`config.mk`:
```
export PLATFORM = sky130hd
export DESIGN_NAME = ps2_kbd_led_tx
export DESIGN_NICKNAME = d
export VERILOG_FILES = /design/src/rtl/ps2_kbd_led_tx.sv
export SDC_FILE = /design/constraint.sdc
export NUM_CORES = 1
export LEC_CHECK = 0
export CAP_MARGIN = 30
export CELL_PAD_IN_SITES_DETAIL_PLACEMENT = 1
export CELL_PAD_IN_SITES_GLOBAL_PLACEMENT = 1
export CORE_MARGIN = 3
export CORE_UTILIZATION = 40
export CTS_CLUSTER_SIZE = 30
export DETAILED_ROUTE_END_ITERATION = 8
export HOLD_SLACK_MARGIN = 0.06
export PLACE_DENSITY_LB_ADDON = 0.25
export SKIP_CTS_REPAIR_TIMING = 1
export SLEW_MARGIN = 20
export SYNTH_ARGS = -nofsm -noshare
export SYNTH_HDL_FRONTEND = slang
export SYNTH_SLANG_ARGS = --single-unit
```
`constraint.sdc`:
```
create_clock -name clk -period 2.97 [get_ports clk]
set_clock_uncertainty 0.2 [all_clocks]
set_input_delay 0.297 -clock clk [delete_from_list [all_inputs] [get_ports clk]]
set_output_delay 0.297 -clock clk [all_outputs]
set_load 0.02 [all_outputs]
```
`src/rtl/ps2_kbd_led_tx.sv`:
```
// ps2_kbd_led_tx -- host-to-keyboard Set-LEDs transmitter.
//
// Sends 0xED followed by the LED mask byte through the PS/2 controller's
// command port. It watches the received-byte stream for ACK (0xFA) and
// Resend (0xFE), retries each byte up to MAX_RETRIES times, and reports the
// outcome as a one-cycle done or error pulse.
//
// Optional build macro: PS2_LED_REQ_QUEUE_EN
//   defined   - a led_req seen while busy is kept as one pending request (the
//               last one wins). It starts straight after the current
//               transaction finishes, and busy stays high in between.
//   undefined - a led_req seen while busy is dropped.

module ps2_kbd_led_tx #(
    parameter int unsigned ACK_TIMEOUT  = 2000000,
    parameter int unsigned MAX_RETRIES  = 3,
    parameter logic [7:0]  CMD_SET_LEDS = 8'hED
) (
    input  logic       clk,
    input  logic       reset,
    input  logic       led_req,
    input  logic [2:0] led_mask,
    output logic       busy,
    output logic       done,
    output logic       error,
    output logic [7:0] cmd_byte,
    output logic       cmd_send,
    input  logic       cmd_sent,
    input  logic       cmd_timed_out,
    input  logic [7:0] rx_data,
    input  logic       rx_valid
);

    // Counter widths. Both are kept at least one bit wide for degenerate parameters.
    localparam int TO_W = (ACK_TIMEOUT > 1) ? $clog2(ACK_TIMEOUT) : 1;
    localparam int RT_W = (MAX_RETRIES > 0) ? $clog2(MAX_RETRIES + 1) : 1;

    localparam logic [TO_W-1:0] TO_LAST = TO_W'(ACK_TIMEOUT - 1);
    localparam logic [RT_W-1:0] RT_MAX  = RT_W'(MAX_RETRIES);

    localparam logic [7:0] RESP_ACK    = 8'hFA;
    localparam logic [7:0] RESP_RESEND = 8'hFE;

    localparam logic [2:0] S_IDLE          = 3'd0;
    localparam logic [2:0] S_SEND_CMD      = 3'd1;
    localparam logic [2:0] S_WAIT_ACK_CMD  = 3'd2;
    localparam logic [2:0] S_SEND_MASK     = 3'd3;
    localparam logic [2:0] S_WAIT_ACK_MASK = 3'd4;

    logic [2:0]      state_q,    state_d;
    logic [7:0]      mask_q,     mask_d;
    logic [RT_W-1:0] retry_q,    retry_d;
    logic [TO_W-1:0] timeout_q,  timeout_d;
    logic            busy_q,     busy_d;
    logic            done_q,     done_d;
    logic            error_q,    error_d;
    logic [7:0]      cmd_byte_q, cmd_byte_d;
    logic            cmd_send_q, cmd_send_d;

`ifdef PS2_LED_REQ_QUEUE_EN
    logic            pending_q,   pending_d;
    logic [2:0]      pend_mask_q, pend_mask_d;
`endif

    // Scratch flags that collect the outcome of the per-state decode.
    logic            retry_evt;
    logic            finish;
    logic [2:0]      resend_state;

    // Next-state decode: sequencing, the retry policy, and the end of a transaction.
    always_comb begin
        // NOTE: every value written below gets a default first, so no path through this block infers a latch.
        state_d      = state_q;
        mask_d       = mask_q;
        retry_d      = retry_q;
        timeout_d    = timeout_q;
        cmd_byte_d   = cmd_byte_q;
        cmd_send_d   = cmd_send_q;
        done_d       = 1'b0;
        error_d      = 1'b0;
        retry_evt    = 1'b0;
        finish       = 1'b0;
        resend_state = state_q;
`ifdef PS2_LED_REQ_QUEUE_EN
        pending_d    = pending_q;
        pend_mask_d  = pend_mask_q;
        if (led_req && (state_q != S_IDLE)) begin
            pending_d   = 1'b1;
            pend_mask_d = led_mask;
        end
`endif

        case (state_q)
            S_IDLE: begin
                if (led_req) begin
                    mask_d  = {5'b0, led_mask};
                    retry_d = '0;
                    state_d = S_SEND_CMD;
                end
            end

            S_SEND_CMD, S_SEND_MASK: begin
                // cmd_send is raised only after a cycle low, so every attempt
                // shows the controller a fresh rising edge. The byte is loaded
                // on that same edge and then held.
                if (!cmd_send_q) begin
                    cmd_send_d = 1'b1;
                    cmd_byte_d = (state_q == S_SEND_CMD) ? CMD_SET_LEDS : mask_q;
                end else if (cmd_sent) begin
                    // cmd_sent takes priority when cmd_timed_out arrives in the same cycle.
                    cmd_send_d = 1'b0;
                    timeout_d  = '0;
                    state_d    = (state_q == S_SEND_CMD) ? S_WAIT_ACK_CMD : S_WAIT_ACK_MASK;
                end else if (cmd_timed_out) begin
                    retry_evt    = 1'b1;
                    resend_state = state_q;
                end
            end

            S_WAIT_ACK_CMD, S_WAIT_ACK_MASK: begin
                if (rx_valid && (rx_data == RESP_ACK)) begin
                    retry_d = '0;
                    if (state_q == S_WAIT_ACK_CMD) begin
                        state_d = S_SEND_MASK;
                    end else begin
                        done_d = 1'b1;
                        finish = 1'b1;
                    end
                end else if ((rx_valid && (rx_data == RESP_RESEND)) || (timeout_q == TO_LAST)) begin
                    retry_evt    = 1'b1;
                    resend_state = (state_q == S_WAIT_ACK_CMD) ? S_SEND_CMD : S_SEND_MASK;
                end else begin
                    // Stray scan codes fall through here and do not restart the count.
                    timeout_d = timeout_q + 1'b1;
                end
            end

            default: state_d = S_IDLE;
        endcase

        // A retry is either another attempt at the same byte or the final error.
        if (retry_evt) begin
            cmd_send_d = 1'b0;
            if (retry_q == RT_MAX) begin
                error_d = 1'b1;
                finish  = 1'b1;
            end else begin
                retry_d = retry_q + 1'b1;
                state_d = resend_state;
            end
        end

        // End of transaction. A queued request, if any, chains on directly.
        if (finish) begin
            cmd_send_d = 1'b0;
            state_d    = S_IDLE;
`ifdef PS2_LED_REQ_QUEUE_EN
            if (pending_q || led_req) begin
                state_d   = S_SEND_CMD;
                mask_d    = {5'b0, (led_req ? led_mask : pend_mask_q)};
                retry_d   = '0;
                pending_d = 1'b0;
            end
`endif
        end

        busy_d = (state_d != S_IDLE);
    end

    // State registers with synchronous active-high reset. Reset aborts any transaction silently.
    always_ff @(posedge clk) begin
        // NOTE: sequential state updates use non-blocking assignments only, so every flop samples pre-edge values.
        if (reset) begin
            state_q     <= S_IDLE;
            mask_q      <= 8'h00;
            retry_q     <= '0;
            timeout_q   <= '0;
            busy_q      <= 1'b0;
            done_q      <= 1'b0;
            error_q     <= 1'b0;
            cmd_byte_q  <= 8'h00;
            cmd_send_q  <= 1'b0;
`ifdef PS2_LED_REQ_QUEUE_EN
            pending_q   <= 1'b0;
            pend_mask_q <= 3'b000;
`endif
        end else begin
            state_q     <= state_d;
            mask_q      <= mask_d;
            retry_q     <= retry_d;
            timeout_q   <= timeout_d;
            busy_q      <= busy_d;
            done_q      <= done_d;
            error_q     <= error_d;
            cmd_byte_q  <= cmd_byte_d;
            cmd_send_q  <= cmd_send_d;
`ifdef PS2_LED_REQ_QUEUE_EN
            pending_q   <= pending_d;
            pend_mask_q <= pend_mask_d;
`endif
        end
    end

    assign busy     = busy_q;
    assign done     = done_q;
    assign error    = error_q;
    assign cmd_byte = cmd_byte_q;
    assign cmd_send = cmd_send_q;

endmodule

```
==> results by group, run 1 <==
GRT
  – First-pass GRT wire length: 7870 um
  – Largest net degree at the start of global routing: 20
  – GRT Overall Usage: 18.7%
  – Vias in the first global route: 1566
  – Initial antenna violation count: 0
  – Grt ovf: 0

STA
  – RSZ-0062 raised after global routing: false
  – Final period util: 81.2%
  – Setup TNS: 0 ns
  – Hold Vio Cnt, Final: 0
  – Slew @ Worst Pin: 0.665 ns
  – Min cycle time layout: 2.41 ns
  – # setup viols final: 0
  – Worst rel slew slack: 55.6%
  – Max-slew violations: 0
  – Top achievable clock speed: 0.415 GHz

Clock network
  – Clock buffer count from CTS: 5
  – Clock transition at path regs: 0.08 ns
  – TritonCTS Sinks: 37
  – H-tree depth: 2
  – Root Buffer: clkbuf_8
  – TritonCTS clock tree: built
  – Clk Latency, worst-skew pair: 0.29 ns
  – Longest Clk Path Bufs: 2

Critical path
  – CP max stage delay: 0.58 ns
  – WS Path Type: flip-flop to flip-flop
  – Worst reg2reg path startpoint: timeout_q[7]
  – CP Capture Type: flip-flop
  – Crit-path slowest cell: o211ai_4
  – Worst Setup SP: timeout_q[7]
  – CP required: 2.98 ns
  – Startpoint types: flip-flop
  – Worst Path Arrival: 2.42 ns
  – Worst Path Max Fanout: 19
  – Cell chain of the critical path: nor4b_1, nand4_1, o211ai_4, a21oi_2, a21o_1, a21oi_1

Final layout
  – Register Area: 741 um^2
  – Area of the multi-input gates: 0.00107 mm^2
  – Layout cells sized above 1: 12.1%
  – Most common cell after layout, fill and taps aside: dfxtp_1
  – P&R area growth vs syn: 21.7%
  – Commonest cells after routing, fill and taps aside: 37 x dfxtp_1, 35 x nor2_1, 27 x clkdlybuf4s50_1
  – Ant. Diodes: 0
  – Fill count: 549
  – # nets final: 265

Logic synthesis
  – Synth top area share: 38.5%
  – Synth unique cells: 49
  – Synth Area in Adders: 1.30%
  – Synth Area in Compound Gates: 16.8%
  – Post-synthesis mux area share: 3.19%
  – Xor and xnor fraction of the mapped netlist area: 9.10%
  – Synth area leaders: dfxtp_1 38%, xnor2_1 8.6%, nor2_1 6.8%
  – Sequential area share after synthesis: 38.5%
  – Mean post-synth cell area: 8.75 um^2
  – Flops & latches, synth: 37
  – Simple-gate share of the synthesized area: 24.8%
  – Yosys warnings: 0
  – Combinational family with the most area after synthesis: simple AND/OR/NAND/NOR gates
  – Post-synth EDFFs: 0
  – Area leader, netlist: dfxtp_1
  – Syn_nets: 239
  – Cell count after synthesis: 220
  – Predominant post-synthesis flop cell: dfxtp_1
  – FFs w/ async S/R, synth: 0%
  – Mapped Area: 0.00192 mm^2

Power
  – Overall power: 1.10 mW
  – Leakage power figure: 0.802 nW
  – Internal power: 841 uW
  – Sequential power share: 47.1%
  – Net switching power: 263 uW
  – Sw Share: 23.8%
  – Clk pwr share: 41.8%
  – Max VDD drop: 259 uV
  – Comb power frac: 11.1%
  – Power Density: 471 mW/mm^2

Worst hold path
  – Worst hold path startpoint: mask_q[2]
  – Hold Path Class: flip-flop to flip-flop

Floorplan
  – IO Count: 29
  – Core area: 0.00450 mm^2
  – Die width: 75.4 um
  – Die ar.: 0.00568 mm^2
  – Initial Util: 42.7%
  – Height of the die: 75.4 um
  – Site Rows: 24

Detailed routing
  – DRC: 0
  – Routed vias: 1625
  – Post-DRT Antenna Nets: 0
  – Final wirelength: 4620 um
  – Initial drt markers: 112
  – Via-to-Cell Ratio: 5.43
  – Routed len/inst: 15.5 um
  – DR pass1 iterations: 4

Placement
  – Port-buffer cells: 27
  – Detailed Place HPWL: 3340 um
  – RePlAce Congestion: 0.791

Flow run
  – Max Cap Viol: 0

Run status
  – Status: complete, no violations
[per-layer routing]
metal | up-vias | global-route usage, % | part of all wire, % | wire, um
li1 | 822 | - | - | -
met4 | 0 | 7.18 | 1.5 | 68
met2 | 27 | 30.2 | 48 | 2230
met3 | 5 | 5.15 | 2.9 | 133
met1 | 771 | 23.7 | 47 | 2190
met5 | - | 0 | 0 | 0
[metrics by stage]
step	cells	setup WS, ns	instance area, um^2	hold slack (ns)	util (%)
floorplan	220	0.918	1920	0.238	-
global placement	291	0.541	2220	0.250	49.3
detailed placement	291	0.531	2220	0.264	49.3
CTS	299	0.565	2340	0.276	52.0
global route	299	0.343	2340	0.301	52.0
finish	299	0.560	2340	0.271	52.0
[cells in the mapped netlist, drive strengths merged, types with 4 or more instances]
| master | n |
|---|---|
| a2111oi | 4 |
| dfxtp | 37 |
| nand3 | 12 |
| nand4 | 7 |
| inv | 13 |
| buf | 8 |
| mux2i | 5 |
| nor3 | 5 |
| xnor2 | 19 |
| a21oi | 12 |
| nand2 | 11 |
| nor2 | 36 |
| a211oi | 8 |
| clkbuf | 4 |
[worst paths after layout]
kind / end / slack [ns] / cells past startpoint
max: timeout_q[9] / 0.56 / 6
min reg2reg: cmd_byte[2] / 0.27 / 2
min: cmd_byte[2] / 0.27 / 2
max reg2reg: timeout_q[9] / 0.56 / 6
[worst max-delay path, delay by kind of cell (launching register included)]
| kind | cells | cell delay [ns] |
|---|---|---|
| DFF | 1 | 0.36 |
| AOI/OAI and AO/OA | 4 | 1.12 |
| and+or+nand+nor | 2 | 0.65 |
[power groups by stage]
stage	Combinational, mW	Clock, mW	Sequential (mW)
final	0.122	0.461	0.520
after global placement	0.122	0	0.531
after floorplan	0.0636	0	0.538
after CTS	0.124	0.473	0.521
after detailed placement	0.123	0	0.532
after global routing	0.134	0.500	0.522
[logic make-up after synthesis]
logic type | Yosys count
buffers and inverters | 25
adder cells (fa/ha/maj) | 2
AND/OR/NAND/NOR | 89
XOR/XNOR | 20
AO/OA/AOI/OAI | 40
multiplexers | 6
other | 1
flip-flops | 37
[flip-flops by register name, indices dropped and copies added (netlist names)]
name	count
mask_q	3
cmd_byte	4
cmd_send	1
timeout_q	21
busy	1
retry_q	2
done	1
error	1
state_q	3
[final cells by class]
| type | instances | share of cell area, % |
|---|---|---|
| repair buffers | 31 | 12.8 |
| clock buffers | 6 | 3.53 |
| well taps | 52 | 2.78 |
| clock inverters | 2 | 1.60 |
| multi-input cells | 158 | 45.6 |
| flip-flops and latches | 37 | 31.6 |
| inverters | 13 | 2.08 |
No activity file was read; power rests on OpenSTA's default activity.
==> run 2, diff against run 1 <==
--- a/config.mk
+++ b/config.mk
@@ -9,7 +9,7 @@
 export CELL_PAD_IN_SITES_DETAIL_PLACEMENT = 1
 export CELL_PAD_IN_SITES_GLOBAL_PLACEMENT = 1
 export CORE_MARGIN = 3
-export CORE_UTILIZATION = 40
+export CORE_UTILIZATION = 36
 export CTS_CLUSTER_SIZE = 30
 export DETAILED_ROUTE_END_ITERATION = 8
 export HOLD_SLACK_MARGIN = 0.06
==> constraint.sdc (replaced) <==
create_clock -name clk -period 2.2 [get_ports clk]
set_clock_uncertainty 0.2 [all_clocks]
set_input_delay 0.22 -clock clk [delete_from_list [all_inputs] [get_ports clk]]
set_output_delay 0.22 -clock clk [all_outputs]
set_load 0.02 [all_outputs]
==> run 2 against run 1 <==
- largest power group unchanged
- hold slack gained 0.014 ns
- utilization grew 0.99 points
- wire length grew 20%
- count of clock-buffer cells in the layout shrank 1
- cell count grew 14%
- first-iteration DRC count shrank 57%
- register-to-register slack lost 0.45 ns
- highest routed layer unchanged
- combinational power grew 48%
- clock power shrank 3%
- die area grew 10%
==> results by group, run 2 (same netlist as run 1, synthesis figures left out) <==
Critical path
  – WS Path Type: flip-flop to flip-flop
  – Worst Path Max Fanout: 4 (-15)
  – Startpoint types: flip-flop
  – Worst Path Arrival: 2.10 ns (-0.32 ns)
  – Worst Setup SP: timeout_q[9]
  – CP Capture Type: flip-flop
  – Worst reg2reg path startpoint: timeout_q[9]
  – CP required: 2.21 ns (-0.77 ns)

Final layout
  – Final core utilization: 53.0% (+0.99 points)
  – P&R area growth vs syn: 36.1%
  – # nets final: 294 (+11%)
  – Commonest cells after routing, fill and taps aside: 37 x dfxtp_1, 35 x nor2_1, 31 x buf_4
  – Layout cells sized above 1: 21.9% (+9.8 points)
  – Largest register FFs: 21 (unchanged)
  – Most common cell after layout, fill and taps aside: dfxtp_1
  – Biggest register: timeout_q
  – Ant. Diodes: 0 (unchanged)
  – Final Non-Filler Cells: 341 (+14%)

Run status
  – Status: complete, no violations

Detailed routing
  – Post-DRT Antenna Nets: 0 (unchanged)
  – Via-to-Cell Ratio: 5.15 (-5.2%)
  – DR pass1 iterations: 4 (unchanged)
  – Final wirelength: 5530 um (+20%)
  – Initial drt markers: 48 (-57%)
  – Routed len/inst: 16.2 um (+5.0%)
  – DRC: 0 (unchanged)
  – Routed vias: 1756 (+8.1%)

Clock network
  – Root Buffer: clkbuf_8
  – Longest Clk Path Bufs: 2 (unchanged)
  – Clock buffer count from CTS: 5 (unchanged)
  – Clock transition at path regs: 0.07 ns (about the same)
  – TritonCTS Sinks: 37 (unchanged)
  – H-tree depth: 2 (unchanged)
  – Clk Latency, worst-skew pair: 0.29 ns (about the same)
  – TritonCTS clock tree: built

STA
  – Hold Vio Cnt, Final: 0 (unchanged)
  – Min cycle time layout: 2.09 ns (-0.320 ns)
  – Top achievable clock speed: 0.478 GHz (+15%)
  – Setup TNS: 0 ns (unchanged)
  – Hold_ws: 0.285 ns (+0.0144 ns)
  – # setup viols final: 0 (unchanged)
  – Final period util: 95.0% (+14 points)
  – Max-slew violations: 0 (unchanged)

Power
  – Leakage power figure: 0.956 nW (+19%)
  – Max VDD drop: 345 uV (+33%)
  – Power Density: 508 mW/mm^2 (+7.9%)

Flow run
  – Max Cap Viol: 0 (unchanged)

Placement
  – Detailed Place HPWL: 3910 um (+17%)
  – Placed cell count: 333 (+14%)
  – Port-buffer cells: 27 (unchanged)
  – RePlAce Congestion: 0.816 (+3.2%)

Floorplan
  – Height of the die: 79.1 um (+5.0%)
  – Initial Util: 38.9% (-3.8 points)
  – Die width: 79.1 um (+5.0%)
  – IO Count: 29 (unchanged)
  – Core area: 0.00494 mm^2 (+9.7%)
  – Die ar.: 0.00626 mm^2 (+10%)
  – Site Rows: 25 (+4.2%)

GRT
  – Largest net degree at the start of global routing: 22 (+10%)
  – First-pass GRT wire length: 8760 um (+11%)
  – Vias in the first global route: 1854 (+18%)
  – GRT Overall Usage: 17.6% (-1.0 points)
  – Grt ovf: 0 (unchanged)
  – Initial antenna violation count: 0 (unchanged)

Worst hold path
  – Worst hold path startpoint: mask_q[0]
  – Hold Path Class: flip-flop to flip-flop
-- run 2: cell count changes in the layout (fill, tap and decap cells not counted), sizes merged --
cell      before  now
bufinv         1    0
clkinvlp       1    0
buf            4   33
clkbuf         6    5
clkinv         0    1
-- run 2: power by group --
group	switching (mW)	internal, mW	leakage, nW	total (mW)
sequential	0.0163	0.686	0.300	0.703
clock	0.239	0.209	0.0399	0.448
combinational	0.0925	0.0877	0.616	0.180
-- run 2: critical path: stages, from the launching register on --
cell     delay, ns
dfxtp_1       0.33
nor4b_2       0.33
nand4_1       0.21
buf_4         0.19
o22ai_2       0.16
a21oi_2       0.11
or3_1         0.32
o22ai_1       0.17
-- run 2: cell type report --
cell class / count / area [um^2]
clock buffers: 5 / 68.8
clock inverters: 1 / 5.00
fillers: 600 / 2320
inverters: 13 / 48.8
multi-input cells: 158 / 1130
flip-flops and latches: 37 / 741
well taps: 67 / 83.8
repair buffers: 60 / 543
-- run 2: path summary, 6_finish.rpt --
check,depth (start not counted),to,slack [ns]
setup / recovery,7,retry_q[0],0.11
hold / removal,2,cmd_byte[0],0.29
setup reg to reg,7,retry_q[0],0.11
hold reg to reg,2,cmd_byte[0],0.29
-- run 2: metrics by stage --
step                instance area (um^2)  setup slack [ns]  total power, mW
floorplan                           1920             0.148            0.813
global placement                    2460           -0.0841            0.889
detailed placement                  2460           -0.0904            0.895
CTS                                 2530            -0.118             1.33
global route                        2620           -0.0229             1.39
finish                              2620             0.109             1.33
-- run 2: layer usage --
metal  vias up  wire length (um)  GRT usage (%)
met5         -                 0              0
met4         0                94           6.36
met3         8               180           4.76
met2        27              2870           30.5
met1       844              2390           20.9
li1        877                 -              -
==> run 3, diff against run 2 <==
--- a/config.mk
+++ b/config.mk
@@ -12,7 +12,7 @@
 export CORE_UTILIZATION = 36
 export CTS_CLUSTER_SIZE = 30
 export DETAILED_ROUTE_END_ITERATION = 8
-export HOLD_SLACK_MARGIN = 0.06
+export HOLD_SLACK_MARGIN = 0.08
 export PLACE_DENSITY_LB_ADDON = 0.25
 export SKIP_CTS_REPAIR_TIMING = 1
 export SLEW_MARGIN = 20
==> results of run 3 <==
Final layout, timing and power as in run 2 (identical DEF).
